<file path="src/rtl/counter_seq_pkg.sv">
// Shared types for the counter command sequencer.
// Holds the mode/state enums, the default command record and the WHO codes.
package counter_seq_pkg;

  localparam int unsigned CMD_VALUE_W = 4;
  localparam int unsigned CMD_DUR_W   = 8;

  localparam logic [1:0] WHO_LOSER  = 2'b01;
  localparam logic [1:0] WHO_WINNER = 2'b10;

  typedef enum logic [1:0] {
    UP1 = 2'b00,
    UP2 = 2'b01,
    DN1 = 2'b10,
    DN2 = 2'b11
  } mode_e;

  typedef enum logic [1:0] {
    IDLE,
    LOAD,
    RUN,
    HALT
  } seq_state_e;

  typedef struct packed {
    logic                   load;
    mode_e                  mode;
    logic [CMD_VALUE_W-1:0] value;
    logic [CMD_DUR_W-1:0]   dur;
  } cmd_t;

endpackage

</file>
<file path="src/rtl/counter_cmd_fifo.sv">
// Synchronous command FIFO with flush and full/empty flags.
// DEPTH must be a power of two (>= 2) so the pointers wrap naturally.
module counter_cmd_fifo
  import counter_seq_pkg::*;
#(
  parameter int unsigned DEPTH   = 8,
  parameter type         entry_t = cmd_t
) (
  input  logic   clk,
  input  logic   rst_l,
  input  logic   push,
  input  entry_t push_data,
  input  logic   pop,
  input  logic   flush,
  output entry_t head,
  output logic   full,
  output logic   empty
);

  localparam int unsigned AW = $clog2(DEPTH);

  entry_t        mem [DEPTH];
  logic [AW-1:0] wr_ptr;
  logic [AW-1:0] rd_ptr;
  logic [AW:0]   count;
  logic          do_push;
  logic          do_pop;

  // Flags and qualified handshakes
  always_comb begin
    full    = (count == (AW+1)'(DEPTH));
    empty   = (count == '0);
    do_push = push && !full;
    do_pop  = pop && !empty;
    head    = mem[rd_ptr];
  end

  // Storage array; no reset needed since reads are gated by the count
  always_ff @(posedge clk) begin
    if (do_push && !flush) mem[wr_ptr] <= push_data;
  end

  // Pointer and occupancy tracking; flush empties the queue in one edge
  always_ff @(posedge clk or negedge rst_l) begin
    if (!rst_l) begin
      wr_ptr <= '0;
      rd_ptr <= '0;
      count  <= '0;
    end else if (flush) begin
      wr_ptr <= '0;
      rd_ptr <= '0;
      count  <= '0;
    end else begin
      if (do_push) wr_ptr <= wr_ptr + 1'b1;
      if (do_pop)  rd_ptr <= rd_ptr + 1'b1;
      case ({do_push, do_pop})
        2'b10:   count <= count + 1'b1;
        2'b01:   count <= count - 1'b1;
        default: count <= count;
      endcase
    end
  end

endmodule

</file>
<file path="src/rtl/counter_cmd_sequencer.sv">
// Command sequencer in front of the multi-mode game counter.
// Queues load/mode commands and replays them onto ctrl/INIT/loadValue,
// flushing on GAMEOVER and holding the result until result_ack.
// Optional feature macro: CMD_SEQ_STATS_EN (win/lose event counters).
module counter_cmd_sequencer
  import counter_seq_pkg::*;
#(
  parameter int unsigned COUNTER_SIZE = 4,
  parameter int unsigned FIFO_DEPTH   = 8,
  parameter int unsigned DUR_W        = 8
) (
  input  logic                    clk,
  input  logic                    rst_l,
  input  logic                    cmd_valid,
  output logic                    cmd_ready,
  input  logic                    cmd_load,
  input  logic [1:0]              cmd_mode,
  input  logic [COUNTER_SIZE-1:0] cmd_value,
  input  logic [DUR_W-1:0]        cmd_dur,
  output logic [1:0]              ctrl,
  output logic                    INIT,
  output logic [COUNTER_SIZE-1:0] loadValue,
  input  logic                    GAMEOVER,
  input  logic [1:0]              WHO,
  output logic                    busy,
  output logic                    result_vld,
  output logic [1:0]              result_who,
  input  logic                    result_ack
`ifdef CMD_SEQ_STATS_EN
  ,
  output logic [15:0]             win_evt_cnt,
  output logic [15:0]             lose_evt_cnt
`endif
);

  typedef struct packed {
    logic                    load;
    mode_e                   mode;
    logic [COUNTER_SIZE-1:0] value;
    logic [DUR_W-1:0]        dur;
  } entry_t;

  seq_state_e              state;
  mode_e                   cur_mode;
  logic [COUNTER_SIZE-1:0] cur_value;
  logic [DUR_W-1:0]        dur_cnt;

  entry_t                  push_data;
  entry_t                  head;
  logic                    full;
  logic                    empty;
  logic                    push;
  logic                    pop;
  logic                    game_end;
  logic                    run_last;
  seq_state_e              take_state;
  logic [DUR_W-1:0]        take_cnt;

  counter_cmd_fifo #(
    .DEPTH   (FIFO_DEPTH),
    .entry_t (entry_t)
  ) u_fifo (
    .clk       (clk),
    .rst_l     (rst_l),
    .push      (push),
    .push_data (push_data),
    .pop       (pop),
    .flush     (game_end),
    .head      (head),
    .full      (full),
    .empty     (empty)
  );

  // Handshake, pop decision and decode of the FIFO head
  always_comb begin
    game_end        = GAMEOVER && (state != HALT);
    run_last        = (state == RUN) && (dur_cnt <= DUR_W'(1));
    cmd_ready       = rst_l && !full && (state != HALT) && !GAMEOVER;
    push            = cmd_valid && cmd_ready;
    pop             = !empty && !game_end &&
                      ((state == IDLE) || (state == LOAD) || run_last);
    busy            = (state != IDLE) || !empty;
    push_data.load  = cmd_load;
    push_data.mode  = mode_e'(cmd_mode);
    push_data.value = cmd_value;
    push_data.dur   = cmd_dur;
    take_state      = head.load ? LOAD : RUN;
    take_cnt        = '0;
    if (!head.load) take_cnt = (head.dur == '0) ? DUR_W'(1) : head.dur;
  end

  // Sequencer FSM; outputs are a registered image of the command
  // occupying the FSM, so a command popped at edge N drives from N+1
  always_ff @(posedge clk or negedge rst_l) begin
    if (!rst_l) begin
      state      <= IDLE;
      cur_mode   <= UP1;
      cur_value  <= '0;
      dur_cnt    <= '0;
      ctrl       <= '0;
      INIT       <= 1'b0;
      loadValue  <= '0;
      result_vld <= 1'b0;
      result_who <= '0;
    end else if (game_end) begin
      state      <= HALT;
      dur_cnt    <= '0;
      INIT       <= 1'b0;
      result_vld <= 1'b1;
      result_who <= WHO;
    end else begin
      INIT <= (state == LOAD);
      if (state == LOAD) loadValue <= cur_value;
      if (state == RUN)  ctrl      <= cur_mode;
      case (state)
        IDLE, LOAD: begin
          if (pop) begin
            state     <= take_state;
            cur_mode  <= head.mode;
            cur_value <= head.value;
            dur_cnt   <= take_cnt;
          end else begin
            state <= IDLE;
          end
        end
        RUN: begin
          if (run_last) begin
            if (pop) begin
              state     <= take_state;
              cur_mode  <= head.mode;
              cur_value <= head.value;
              dur_cnt   <= take_cnt;
            end else begin
              state   <= IDLE;
              dur_cnt <= '0;
            end
          end else begin
            dur_cnt <= dur_cnt - 1'b1;
          end
        end
        HALT: begin
          if (result_ack) begin
            state      <= IDLE;
            result_vld <= 1'b0;
          end
        end
        default: state <= IDLE;
      endcase
    end
  end

`ifdef CMD_SEQ_STATS_EN
  // Saturating per-outcome game counters, sampled on the game-end edge
  always_ff @(posedge clk or negedge rst_l) begin
    if (!rst_l) begin
      win_evt_cnt  <= '0;
      lose_evt_cnt <= '0;
    end else if (game_end) begin
      if (WHO == WHO_WINNER && win_evt_cnt != '1)  win_evt_cnt  <= win_evt_cnt + 1'b1;
      if (WHO == WHO_LOSER  && lose_evt_cnt != '1) lose_evt_cnt <= lose_evt_cnt + 1'b1;
    end
  end
`endif

endmodule
</file>
<file path="config.mk">
export PLATFORM = sky130hd
export DESIGN_NAME = counter_cmd_sequencer
export DESIGN_NICKNAME = d
export VERILOG_FILES = /design/src/rtl/counter_seq_pkg.sv /design/src/rtl/counter_cmd_fifo.sv /design/src/rtl/counter_cmd_sequencer.sv
export SDC_FILE = /design/constraint.sdc
export NUM_CORES = 1
export LEC_CHECK = 0
export CORE_UTILIZATION = 60
export CTS_CLUSTER_SIZE = 30
export DETAILED_ROUTE_END_ITERATION = 8
export PLACE_DENSITY = 0.82
export SYNTH_ARGS = -nofsm -noshare
export SYNTH_HDL_FRONTEND = slang
export SYNTH_SLANG_ARGS = --single-unit
</file>
<file path="constraint.sdc">
create_clock -name clk -period 3.2 [get_ports clk]
set_clock_uncertainty 0.15 [all_clocks]
set_input_delay 0.64 -clock clk [delete_from_list [all_inputs] [get_ports clk]]
set_output_delay 0.64 -clock clk [all_outputs]
set_load 0.02 [all_outputs]
</file>
# --- Word level (Yosys, flattened, before mapping) ---
# Memories as Yosys holds them, arrays and structs flattened.
# Index checks and enable logic that the tools add are counted.
word_totals:
  register_bits: 36
  ramBits: 120
  input_bits: 22
  word_cells: 98
  n_memories: 1
op_classes:
  add_sub_neg: 5
  order_cmp: 1
  n_eq_ne: 11
  muxes: 31
  bitwise: 1
  n_reduce_logical: 36
memory_table:
  columns: ["name", "depth", "width", "rd", "rd_clocked_by_memory_dff", "wr", "line_no", "rtl"]
  rows:
  - ["u_fifo.mem", 8, 15, 1, 0, 1, "counter_cmd_fifo.sv:22", "entry_t mem [DEPTH];"]
op_table:
  columns: ["op", "count"]
  rows:
  - ["$mux 8", 6]
  - ["$pmux 4 s2", 2]
  - ["$pmux 8 s2", 1]
  - ["$mux 2", 7]
  - ["$mux 3", 4]
  - ["$mux 4", 3]
  - ["$reduce_bool 2->1", 6]
  - ["$logic_and 1x1->1", 11]
  - ["$reduce_and 2->1", 5]
  - ["$le 8x1->1 const B", 1]
  - ["$logic_not 8->1", 1]
  - ["$sub 8x1->8 const B", 1]
  - ["$add 3x1->3 const B", 2]
  - ["$eq 2x2->1 const B", 3]
  - ["$mux 1", 6]
  - ["$ne 3x2->1 const B", 2]
  - ["$pmux 2 s3", 1]
  - ["$reduce_bool 3->1", 2]
  - ["$add 4x1->4 const B", 1]
  - ["$eq 2x1->1 const B", 2]
  - ["$eq 4x4->1 const B", 1]
  - ["$logic_not 1->1", 4]
  - ["$logic_not 4->1", 1]
  - ["$ne 2x2->1 const B", 2]
  - ["8 further kinds", 10]

# --- Longest topological paths before layout ---
# Gate-level depths: netlist of run 1.
logic_depth:
  depth_word: 10
  depth_mapped: 12

# --- Cells and area by module ---
# Synthesis of run 1 repeated with hierarchy kept, for this count alone.
unflattened:
  hier_cells: 357
  hier_area_um2: 6503.7
by_module_without_submodules:
  columns: ["mod", "n_inst", "cells_per_inst", "area_each_um2", "seq_area_each_um2"]
  rows:
  - ["counter_cmd_fifo", 1, 250, 5205.0, 3853.7]
  - ["counter_cmd_sequencer", 1, 107, 1298.7, 650.6]

# --- Least setup slack after synthesis of run 1 ---
# Ideal clock, no wire load.
synth_timing:
  path_kind: "reg2reg"
  start: "register dur_cnt[2]"
  end: "register u_fifo.count[3]"
  setup_ns: 0.136
  arrival_ns: 2.701
  required_ns: 2.914
  setup_slack_ns: 0.213
  stages_incl_launch_ff: 12
  n_path_buf: 1
  synth_period_minus_slack_ns: 2.987
  cell_sequence: "dfrtp_1 -> or4_1 -> clkbuf_2 -> o41ai_4 -> nand3_2 -> inv_1 -> ha_1 -> o21ai_0 -> nand2b_1 -> mux2_4 -> nand3_1 -> o311ai_2"
synth_between:
  elab_chain_len: 8
  word_cells_on_any_way: 10
  cone_classes: "1 x order compare; 2 x eq/ne; 2 x mux; 5 x reduce/logical"
synth_rtl:
  columns: ["element", "line_no", "rtl"]
  rows:
  - ["from (decl)", "counter_cmd_sequencer.sv:46", "logic [DUR_W-1:0] dur_cnt;"]
  - ["from (signal assigned)", "counter_cmd_sequencer.sv:121", "dur_cnt <= take_cnt;"]
  - ["from (signal assigned)", "counter_cmd_sequencer.sv:132", "dur_cnt <= take_cnt;"]
  - ["from (signal assigned)", "counter_cmd_sequencer.sv:138", "dur_cnt <= dur_cnt - 1'b1;"]
  - ["$le 8x1->1 *", "counter_cmd_sequencer.sv:77", "run_last = (state == RUN) && (dur_cnt <= DUR_W'(1));"]
  - ["$logic_and 1x1->1 *", "counter_cmd_sequencer.sv:77", null]
  - ["$logic_or 1x1->1 *", "counter_cmd_sequencer.sv:81", "((state == IDLE) || (state == LOAD) || run_last);"]
  - ["$logic_and 1x1->1 *", "counter_cmd_sequencer.sv:80", "pop = !empty && !game_end &&"]
  - ["$logic_and 1x1->1 *", "counter_cmd_fifo.sv:34", "do_pop = pop && !empty;"]
  - ["$eq 2x1->1 / $eq 2x2->1 (equally long branches)", "counter_cmd_fifo.sv:56", "case ({do_push, do_pop})"]
  - ["$pmux 4 s2", "counter_cmd_fifo.sv:56", null]
  - ["$mux 4", "counter_cmd_fifo.sv:49", "end else if (flush) begin"]
  - ["to (signal assigned)", "counter_cmd_fifo.sv:57", "2'b10: count <= count + 1'b1;"]
  - ["to (signal assigned)", "counter_cmd_fifo.sv:58", "2'b01: count <= count - 1'b1;"]
  - ["to (signal assigned)", "counter_cmd_fifo.sv:59", "default: count <= count;"]
  - ["to (decl)", "counter_cmd_fifo.sv:25", "logic [AW:0] count;"]
# Mark *: on every way between the ends. The rest lies on a longest branch, timed or not.
# A chain may end at the register's enable or synchronous reset.

# --- Worst setup path after layout of run 1 ---
layout_timing:
  start: "register u_fifo.count[1]"
  end: "output busy"
layout_between:
  elab_chain_len: 3
layout_rtl:
  columns: ["element", "line_no", "rtl"]
  rows:
  - ["$logic_not 4->1", "counter_cmd_fifo.sv:32", "empty = (count == '0);"]
  - ["$logic_not 1->1", "counter_cmd_sequencer.sv:82", "busy = (state != IDLE) || !empty;"]
  - ["$logic_or 1x1->1", "counter_cmd_sequencer.sv:82", null]
  - ["to (decl)", "counter_cmd_sequencer.sv:25", "output logic busy,"]
# Every way passes these cells.

==> impl_metrics.toml, run 1 <==
[routing]
first_pass_iters = 4
vias_per_cell = 6.31
met2_length_um = 6400
met3WireLength_um = 716
ant_nets = 0
detail_route.wl_per_cell_um = 21.1
highest_layer = "met4"
drt-met1-wl_um = 5480
routed_wl_um = 12900
vias = 3848
drt_iter0_markers = 383
drc = 0

[critical_path]
cp.required_ps = 2410
crit_buf_inv = 1
crit_chain = "or4_1 -> or3_1 -> dlygate4sd2_1"
cp.depth = 3
crit_arrival_ps = 2250
worst-path-max-fanout = 8
cp_slowest_stage_delay_ps = 620
crit_path_start_kind = "flop"
rr_worst_depth = 10
endpoint_kind = "output pin"
crit_path_top_delay_cell = "or4_1"
critical_path_class = "flop to output pin"
reg2reg_slack_ps = 280
path_delay_family = "simple AND/OR/NAND/NOR gates"

[clock_tree]
cts_buffers = 17
cts_tree = "yes"
clock_sinks = 156
hold_buffers = 0
cts_resized = 2
cts_max_level = 4
path_clk_slew_ps = 60
post_cts_buffers = 0
cts_root_buffer = "clkbuf_8"
clk_latency_ps = 530
clock_path_buffers = 2

[synth]
synth.top_cells.by_area = "edfxtp_1, dfrtp_1, mux4_2"
synth_most_common_cell = "edfxtp_1"
synth.cell_area_um2 = 6600
synth_area_leader_cell = "edfxtp_1"
seq_area_frac_synth = 0.683
avgSynthCellArea_um2 = 16.1
synth_ff_type = "edfxtp_1"
synth_top_cell_area_share = 0.546
syn_nets = 439
ys_types = 52
ys_seq_elements = 156
synth_edf_count = 120
async_reset_ff_frac = 0.231
yosys_warnings = 0
synthTopCellsByCount = "edfxtp_1, dfrtp_1, mux4_2"
syn_inst = 411

[global_routing]
grt_usage = 0.254
grt_max_degree = 37
antenna_found_initial = 0
grt_pass1_vias = 3871
grt_pass1_wl_um = 20700
grt_overflow = 0

[power]
clkPwrFrac = 0.316
switchingPower_uw = 1850
leakagePower_uw = 0.00269
sequentialPowerShare = 0.422
power.internal_uw = 4340
powerDensity_nw_per_um2 = 798
peakVddDrop_mv = 0.420
p_sw_frac = 0.299
combPwrFrac = 0.262

[die]
core_um2 = 10500
die_area_um2 = 11400
ios = 34
rows = 37
initial_core_util = 0.628
die_x_um = 107
die_h_um = 107

[placed_design]
hpwlAfterDp_um = 8150
numPortBuffers = 33
gp_congestion = 0.750
place_ws_ps = 179

[final_layout]
nets = 490
fillers = 618
antenna_cells = 0
syn_to_final_growth_pct = 17.6
layout-drive-gt1-share = 0.217

[sta]
setup_tns_ps = 0
finalWorstSetupSlack_ps = 162
finalMaxSlewViolations = 0
final_hold_viol_count = 0
min_period_ps = 3040
max_slew_margin = 0.543
setup_viol = 0
finalCritPeriodShare = 0.950
max_freq_mhz = 329
rsz0062_at_grt = "false"
worstMarginPinSlew_ps = 685

[hold_path]
hold_class = "primary input to asynchronous set/reset pin"

[run]
drv_cap = 0

[status]
status = "complete, no violations"
==> layout make-up <==
type	count	area, um2	share of cell area
Inverter	6	22.5	0.00290
Multi-Input combinational cell	227	2000	0.257
Sequential cell	156	4510	0.581
Timing Repair Buffer	54	480	0.0619
Tap cell	136	170	0.0219
Clock buffer	17	414	0.0534
Clock inverter	14	168	0.0216
==> layout by cell type (no fill, tap or decap), drive strengths merged, types with 3 or more instances in the layout <==
| cell | netlist | routed |
|---|---|---|
| clkdlybuf4s50 | 0 | 30 |
| clkinvlp | 0 | 5 |
| nand2b | 5 | 5 |
| mux2i | 20 | 20 |
| nor2 | 20 | 20 |
| nor3 | 8 | 8 |
| edfxtp | 120 | 120 |
| clkinv | 0 | 3 |
| ha | 6 | 6 |
| nor2b | 6 | 6 |
| o311ai | 3 | 3 |
| o221ai | 5 | 5 |
| mux2 | 13 | 13 |
| bufinv | 0 | 3 |
| a21oi | 9 | 9 |
| a2111oi | 5 | 5 |
| clkbuf | 17 | 17 |
| inv | 6 | 9 |
| o21ai | 23 | 23 |
| dfrtp | 36 | 36 |
| mux4 | 27 | 27 |
| nand3 | 13 | 13 |
| buf | 5 | 22 |
| nand2 | 27 | 27 |
| a31oi | 3 | 3 |
==> per-layer routing <==
layer	track usage	vias up
met5	0	-
met4	0.110	0
met3	0.0614	25
met2	0.409	140
met1	0.332	1947
li1	-	1736
==> final timing paths <==
kind                                                  start                           end
min in group clk                   cur_value[1]$_DFFE_PN0P_      cur_value[1]$_DFFE_PN0P_
worst max-delay path            u_fifo.count[1]$_DFFE_PN0P_                          busy
worst min-delay path                                  rst_l        dur_cnt[2]$_DFFE_PN0P_
worst min register to register     cur_value[1]$_DFFE_PN0P_      cur_value[1]$_DFFE_PN0P_
max in group asynchronous                             rst_l  u_fifo.rd_ptr[1]$_DFFE_PN0P_
worst max register to register       dur_cnt[2]$_DFFE_PN0P_   u_fifo.count[3]$_DFFE_PN0P_
==> cells by family (layout without fill, tap and decap cells) <==
| logic type | after synthesis | after routing | share of synthesized area |
|---|---|---|---|
| DFF | 156 | 156 | 0.683 |
| and+or+nand+nor | 93 | 93 | 0.0690 |
| AOI/OAI and AO/OA | 64 | 64 | 0.0696 |
| muxes | 60 | 60 | 0.145 |
| buffers and inverters | 28 | 91 | 0.0167 |
| adders and majority gates | 6 | 6 | 0.0114 |
| xor gates and xnor gates | 4 | 4 | 0.00531 |
==> registers in the layout, indices dropped and copies added (netlist names) <==
signal and cells:
state 2, u_fifo.wr_ptr 3, cur_mode 2, result_who 2, loadValue 4, ctrl 2
result_vld 1, u_fifo.count 4, cur_value 4, u_fifo.mem 120, dur_cnt 8, INIT 1
u_fifo.rd_ptr 3
==> power groups by stage <==
stage	clock, uW	sequential (uW)	combinational (uW)
floorplan	0	2580	1180
global placement	0	2630	1550
detailed placement	0	2650	1610
CTS	1980	2610	1620
global route	2070	2640	1770
finish	1960	2610	1620
==> through the flow <==
| stage | std cells | total power [uW] | hold WS, ps | util | instance area [um2] |
|---|---|---|---|---|---|
| 3_3_place_gp | 579 | 4180 | 312 | 0.683 | 7170 |
| 5_1_grt | 610 | 6480 | 43.9 | 0.738 | 7760 |
| 4_1_cts | 610 | 6220 | 23.1 | 0.738 | 7750 |
| 6_report | 610 | 6190 | 13.7 | 0.738 | 7760 |
| 2_1_floorplan | 411 | 3760 | 194 | - | 6600 |
| 3_5_place_dp | 579 | 4260 | 323 | 0.683 | 7170 |
Power figures use the tool's default switching activity.
==> run 2: changes to the inputs <==
Settings changed: CORE_UTILIZATION 60 to 47, PLACE_DENSITY 0.82 to 0.67.
==> run 2 against run 1 <==
Compared with the run above:
- first-iteration DRC count is 2.9% higher
- global-route usage is 5.5 points lower
- worst hold slack better by 110 ps
- non-clock buffer count is 1 higher
- final cell count is 6.9% higher
- highest routed layer unchanged
==> impl_metrics.toml, run 2 (synthesized netlist as in run 1, its figures left out) <==
[status]
status = "complete, no violations"

[run]
drv_cap = 0

[final_layout]
nets = 491
fillers = 1047
layout_common_cells = "edfxtp_1, dfrtp_1, clkdlybuf4s50_1, mux4_2, nand2_1"
antenna_cells = 0
reg_top3 = "u_fifo.mem: 120 flops, dur_cnt: 8 flops"
mostFrequentLayoutCell = "edfxtp_1"
layout-drive-gt1-share = 0.221
regMostFlops = "u_fifo.mem"
utilization = 0.580
syn_to_final_growth_pct = 18.2
largest_register_ffs = 120

[critical_path]
timing.rr.end = "u_fifo.count[3]$_DFFE_PN0P_"
r2r_start = "dur_cnt[2]$_DFFE_PN0P_"
crit_chain = "or4_4 -> o41ai_4 -> nand3_2 -> inv_1 -> ha_1 -> o21ai_0 -> nand2b_1 -> mux2_4 -> nand3_1 -> o311ai_2"
critical_path_class = "flop to flop"
cp.required_ps = 3340
path_delay_family = "simple AND/OR/NAND/NOR gates"
reg2reg_slack_ps = 260
crit_buf_inv = 1
cp_slowest_stage_delay_ps = 610
endpoint_kind = "flop"
crit_path_top_delay_cell = "or4_4"
rr_worst_depth = 10
crit_arrival_ps = 3070
crit_path_start_kind = "flop"
cp-startpoint = "dur_cnt[2]$_DFFE_PN0P_"
worst-path-max-fanout = 6

[global_routing]
grt_overflow = 0
grt_pass1_wl_um = 20900
grt_max_degree = 37
antenna_found_initial = 0
grt_pass1_vias = 3847
grt_usage = 0.199

[power]
peakVddDrop_mv = 0.449
leakagePower_uw = 0.00271
powerDensity_nw_per_um2 = 783

[routing]
ant_nets = 0
vias = 3729
vias_per_cell = 5.72
first_pass_iters = 4
detail_route.wl_per_cell_um = 20.1
drc = 0
drt_iter0_markers = 394
routed_wl_um = 13100

[placed_design]
hpwlAfterDp_um = 8240
gp_congestion = 0.817
numPortBuffers = 33

[clock_tree]
path_clk_slew_ps = 60
clk_latency_ps = 420
clock_sinks = 156
cts_tree = "yes"
clock_path_buffers = 2
cts_buffers = 17
cts_root_buffer = "clkbuf_16"
post_cts_buffers = 0
cts_max_level = 4
hold_buffers = 0
cts_resized = 0

[sta]
max_freq_mhz = 340
final_hold_viol_count = 0
finalMaxSlewViolations = 0
rsz0062_at_grt = "false"
worstMarginPinSlew_ps = 730
max_slew_margin = 0.513
finalCritPeriodShare = 0.918
min_period_ps = 2940
setup_viol = 0
setup_tns_ps = 0

[die]
die_h_um = 120
die_area_um2 = 14500
core_um2 = 13500
ios = 34
rows = 42
die_x_um = 120
initial_core_util = 0.490

[hold_path]
hold_class = "primary input to asynchronous set/reset pin"
[run 2: layout make-up]
type                    instances  area (um2)  area share
clock inverters                14         119      0.0152
clock buffers                  18         429      0.0550
inverters                       6        22.5     0.00289
well taps                     176         220      0.0282
repair buffers                 55         508      0.0651
multi-input cells             227        2000       0.256
flip-flops and latches        156        4510       0.578
[run 2: metal layers]
metal | track usage | vias up | routed length (um)
met5 | 0 | - | 0
met4 | 0.0702 | 0 | 186
met3 | 0.0528 | 13 | 681
met2 | 0.316 | 79 | 6350
met1 | 0.265 | 1901 | 5880
li1 | - | 1736 | -
[run 2: stage by stage]
step	instance area [um2]	hold slack, ps	setup WS [ps]	total power [uW]	instances
after global placement	7240	310	265	4220	620
after floorplan	6600	194	213	3760	411
after CTS	7790	143	43.1	6150	652
after global routing	7800	164	101	6420	652
final	7800	126	263	6110	652
after detailed placement	7240	326	176	4270	620
[run 2: worst max-delay path by stage]
stage	cells past startpoint	slack, ps	end
4_1_cts	3	40	busy
5_1_grt	10	100	u_fifo.count[3]$_DFFE_PN0P_
2_1_floorplan	11	210	u_fifo.count[3]$_DFFE_PN0P_
3_3_place_gp	10	270	u_fifo.count[3]$_DFFE_PN0P_
6_report	10	260	u_fifo.count[3]$_DFFE_PN0P_
3_5_place_dp	10	180	u_fifo.count[3]$_DFFE_PN0P_
[run 2: worst register-to-register path, cell delays in order, from the launching register on]
cell and delay [ps]:
dfrtp_1 430, or4_4 610, o41ai_4 380, nand3_2 180
inv_1 130, ha_1 270, o21ai_0 90, nand2b_1 70
mux2_4 280, nand3_1 100, o311ai_2 110
[run 2: power breakdown]
group / internal, uW / switching, uW
Clock: 1070 / 801
Sequential: 2380 / 227
Combinational: 778 / 850
Total: 4230 / 1880
==> run 3: changes to the inputs <==
Settings changed: SETUP_SLACK_MARGIN set to 0.5, TNS_END_PERCENT set to 30.
==> run 3 against run 2 <==
Compared with the run above:
- clock power increased by 5%
- worst hold slack improved by 6.8 ps
- sequential power about the same
- routed wire length decreased by 1.8%
- first-iteration DRC count decreased by 15%
- clock-buffer cell count increased by 1
- total power increased by 4.3%
- design area increased by 1.9%
- die area unchanged
- via count increased by 1.4%
- maximum frequency increased by 9.4%
- sequential cell count unchanged
==> impl_metrics.toml, run 3 (synthesized netlist as in run 1, its figures left out) <==
[die]
die_h_um = 120
initial_core_util = 0.490
core_um2 = 13500
die_x_um = 120
ios = 34
die_area_um2 = 14500
rows = 42

[routing]
vias_per_cell = 5.73
detail_route.wl_per_cell_um = 19.5
drt_iter0_markers = 333
drc = 0
first_pass_iters = 4
routed_wl_um = 12900
vias = 3782
ant_nets = 0

[clock_tree]
cts_buffers = 17
path_clk_slew_ps = 60
cts_max_level = 4
cts_tree = "yes"
cts_root_buffer = "clkbuf_16"
clk_latency_ps = 420
clock_sinks = 156
clock_path_buffers = 2

[hold_path]
hold_class = "primary input to asynchronous set/reset pin"

[sta]
finalCritPeriodShare = 0.839
setup_viol = 0
finalWorstSetupSlack_ps = 514
max_slew_margin = 0.485
worstMarginPinSlew_ps = 773
min_period_ps = 2690
setup_tns_ps = 0
final_hold_viol_count = 0
max_freq_mhz = 372
finalMaxSlewViolations = 0
rsz0062_at_grt = "true"

[final_layout]
largest_register_ffs = 120
nets = 499
reg_top3 = "u_fifo.mem: 120 flops, dur_cnt: 8 flops"
antenna_cells = 0
layout_common_cells = "edfxtp_1, dfrtp_1, clkdlybuf4s50_1, buf_4, mux4_2"
fin_cells = 660
mostFrequentLayoutCell = "edfxtp_1"
syn_to_final_growth_pct = 20.5
layout-drive-gt1-share = 0.254
fillers = 1035
layout.area.seq_um2 = 4510
multi_input_area_um2 = 2060
regMostFlops = "u_fifo.mem"

[status]
status = "complete, no violations"

[critical_path]
timing.rr.end = "u_fifo.count[3]$_DFFE_PN0P_"
r2r_start = "dur_cnt[4]$_DFFE_PN0P_"
cpMostUsedCell = "nand3_2"
cp_slowest_stage_delay_ps = 580
crit_chain = "or4_4 -> o41ai_4 -> nand3_2 -> inv_2 -> ha_4 -> o21ai_2 -> nand2b_1 -> mux2_4 -> nand3_2 -> o311ai_4"
rr_worst_depth = 10
endpoint_kind = "flop"
crit_path_start_kind = "flop"
critical_path_class = "flop to flop"
cp-startpoint = "dur_cnt[4]$_DFFE_PN0P_"
cp.required_ps = 3340
reg2reg_slack_ps = 510
crit_arrival_ps = 2820
worst-path-max-fanout = 4
crit_buf_inv = 1
cp.depth = 10
crit_path_top_delay_cell = "or4_4"
path_delay_family = "simple AND/OR/NAND/NOR gates"

[power]
powerDensity_nw_per_um2 = 801
peakVddDrop_mv = 0.372
leakagePower_uw = 0.00277

[global_routing]
antenna_found_initial = 0
grt_pass1_wl_um = 20400
grt_max_degree = 37
grt_overflow = 0
grt_usage = 0.193
grt_pass1_vias = 3770

[run]
drv_cap = 0

[placed_design]
gp_congestion = 0.841
hpwlAfterDp_um = 7820
place_ws_ps = 344
dp_cells = 619
numPortBuffers = 33
run 3: cell count changes in the layout (fill, tap and decap cells not counted), sizes merged:
cell          delta
dlymetal6s2s     -2
clkbuf           +1
inv              -1
buf             +10
clkinv           +1
bufinv           +2
clkinvlp         -3
run 3: per-layer routing:
layer,track usage,vias to the layer above,routed length [um]
met3,0.0420,20,552
met5,0,-,0
met2,0.304,114,6400
met1,0.258,1897,5700
li1,-,1751,-
met4,0.0918,0,201
run 3: report_power, final:
group,switching (uW),leakage (uW),total (uW),internal [uW]
Sequential,205,0.00154,2590,2390
Combinational,925,0.000942,1800,879
Clock,757,0.000288,1970,1220
run 3: stage by stage:
step	hold WS [ps]	cell area, um2	power, uW	util
2_1_floorplan	194	6620	3780	-
3_3_place_gp	314	7250	4250	0.539
3_5_place_dp	320	7250	4290	0.539
4_1_cts	152	7850	6300	0.584
5_1_grt	184	7950	6690	0.591
6_report	133	7950	6370	0.591
run 3: area by class of cell:
type                    count  share of cell area
repair buffers             63              0.0700
flip-flops and latches    156               0.567
inverters                   6             0.00283
well taps                 176              0.0277
clock buffers              19              0.0545
multi-input cells         227               0.259
clock inverters            13              0.0186
run 3: how the worst max path moves through the flow:
stage / to
2_1_floorplan: u_fifo.mem[4][0]$_DFFE_PP_
3_3_place_gp: cmd_ready
3_5_place_dp: u_fifo.count[3]$_DFFE_PN0P_
4_1_cts: cmd_ready
5_1_grt: busy
6_report: u_fifo.count[3]$_DFFE_PN0P_
run 3: repair_timing:
item | in CTS | in global routing
gates resized for setup | 10 | 13
buffers inserted | 2 | 7
pin swaps | 0 | 3
hold buffers | 0 | 0
endpoints found under the setup margin | 3 | 5
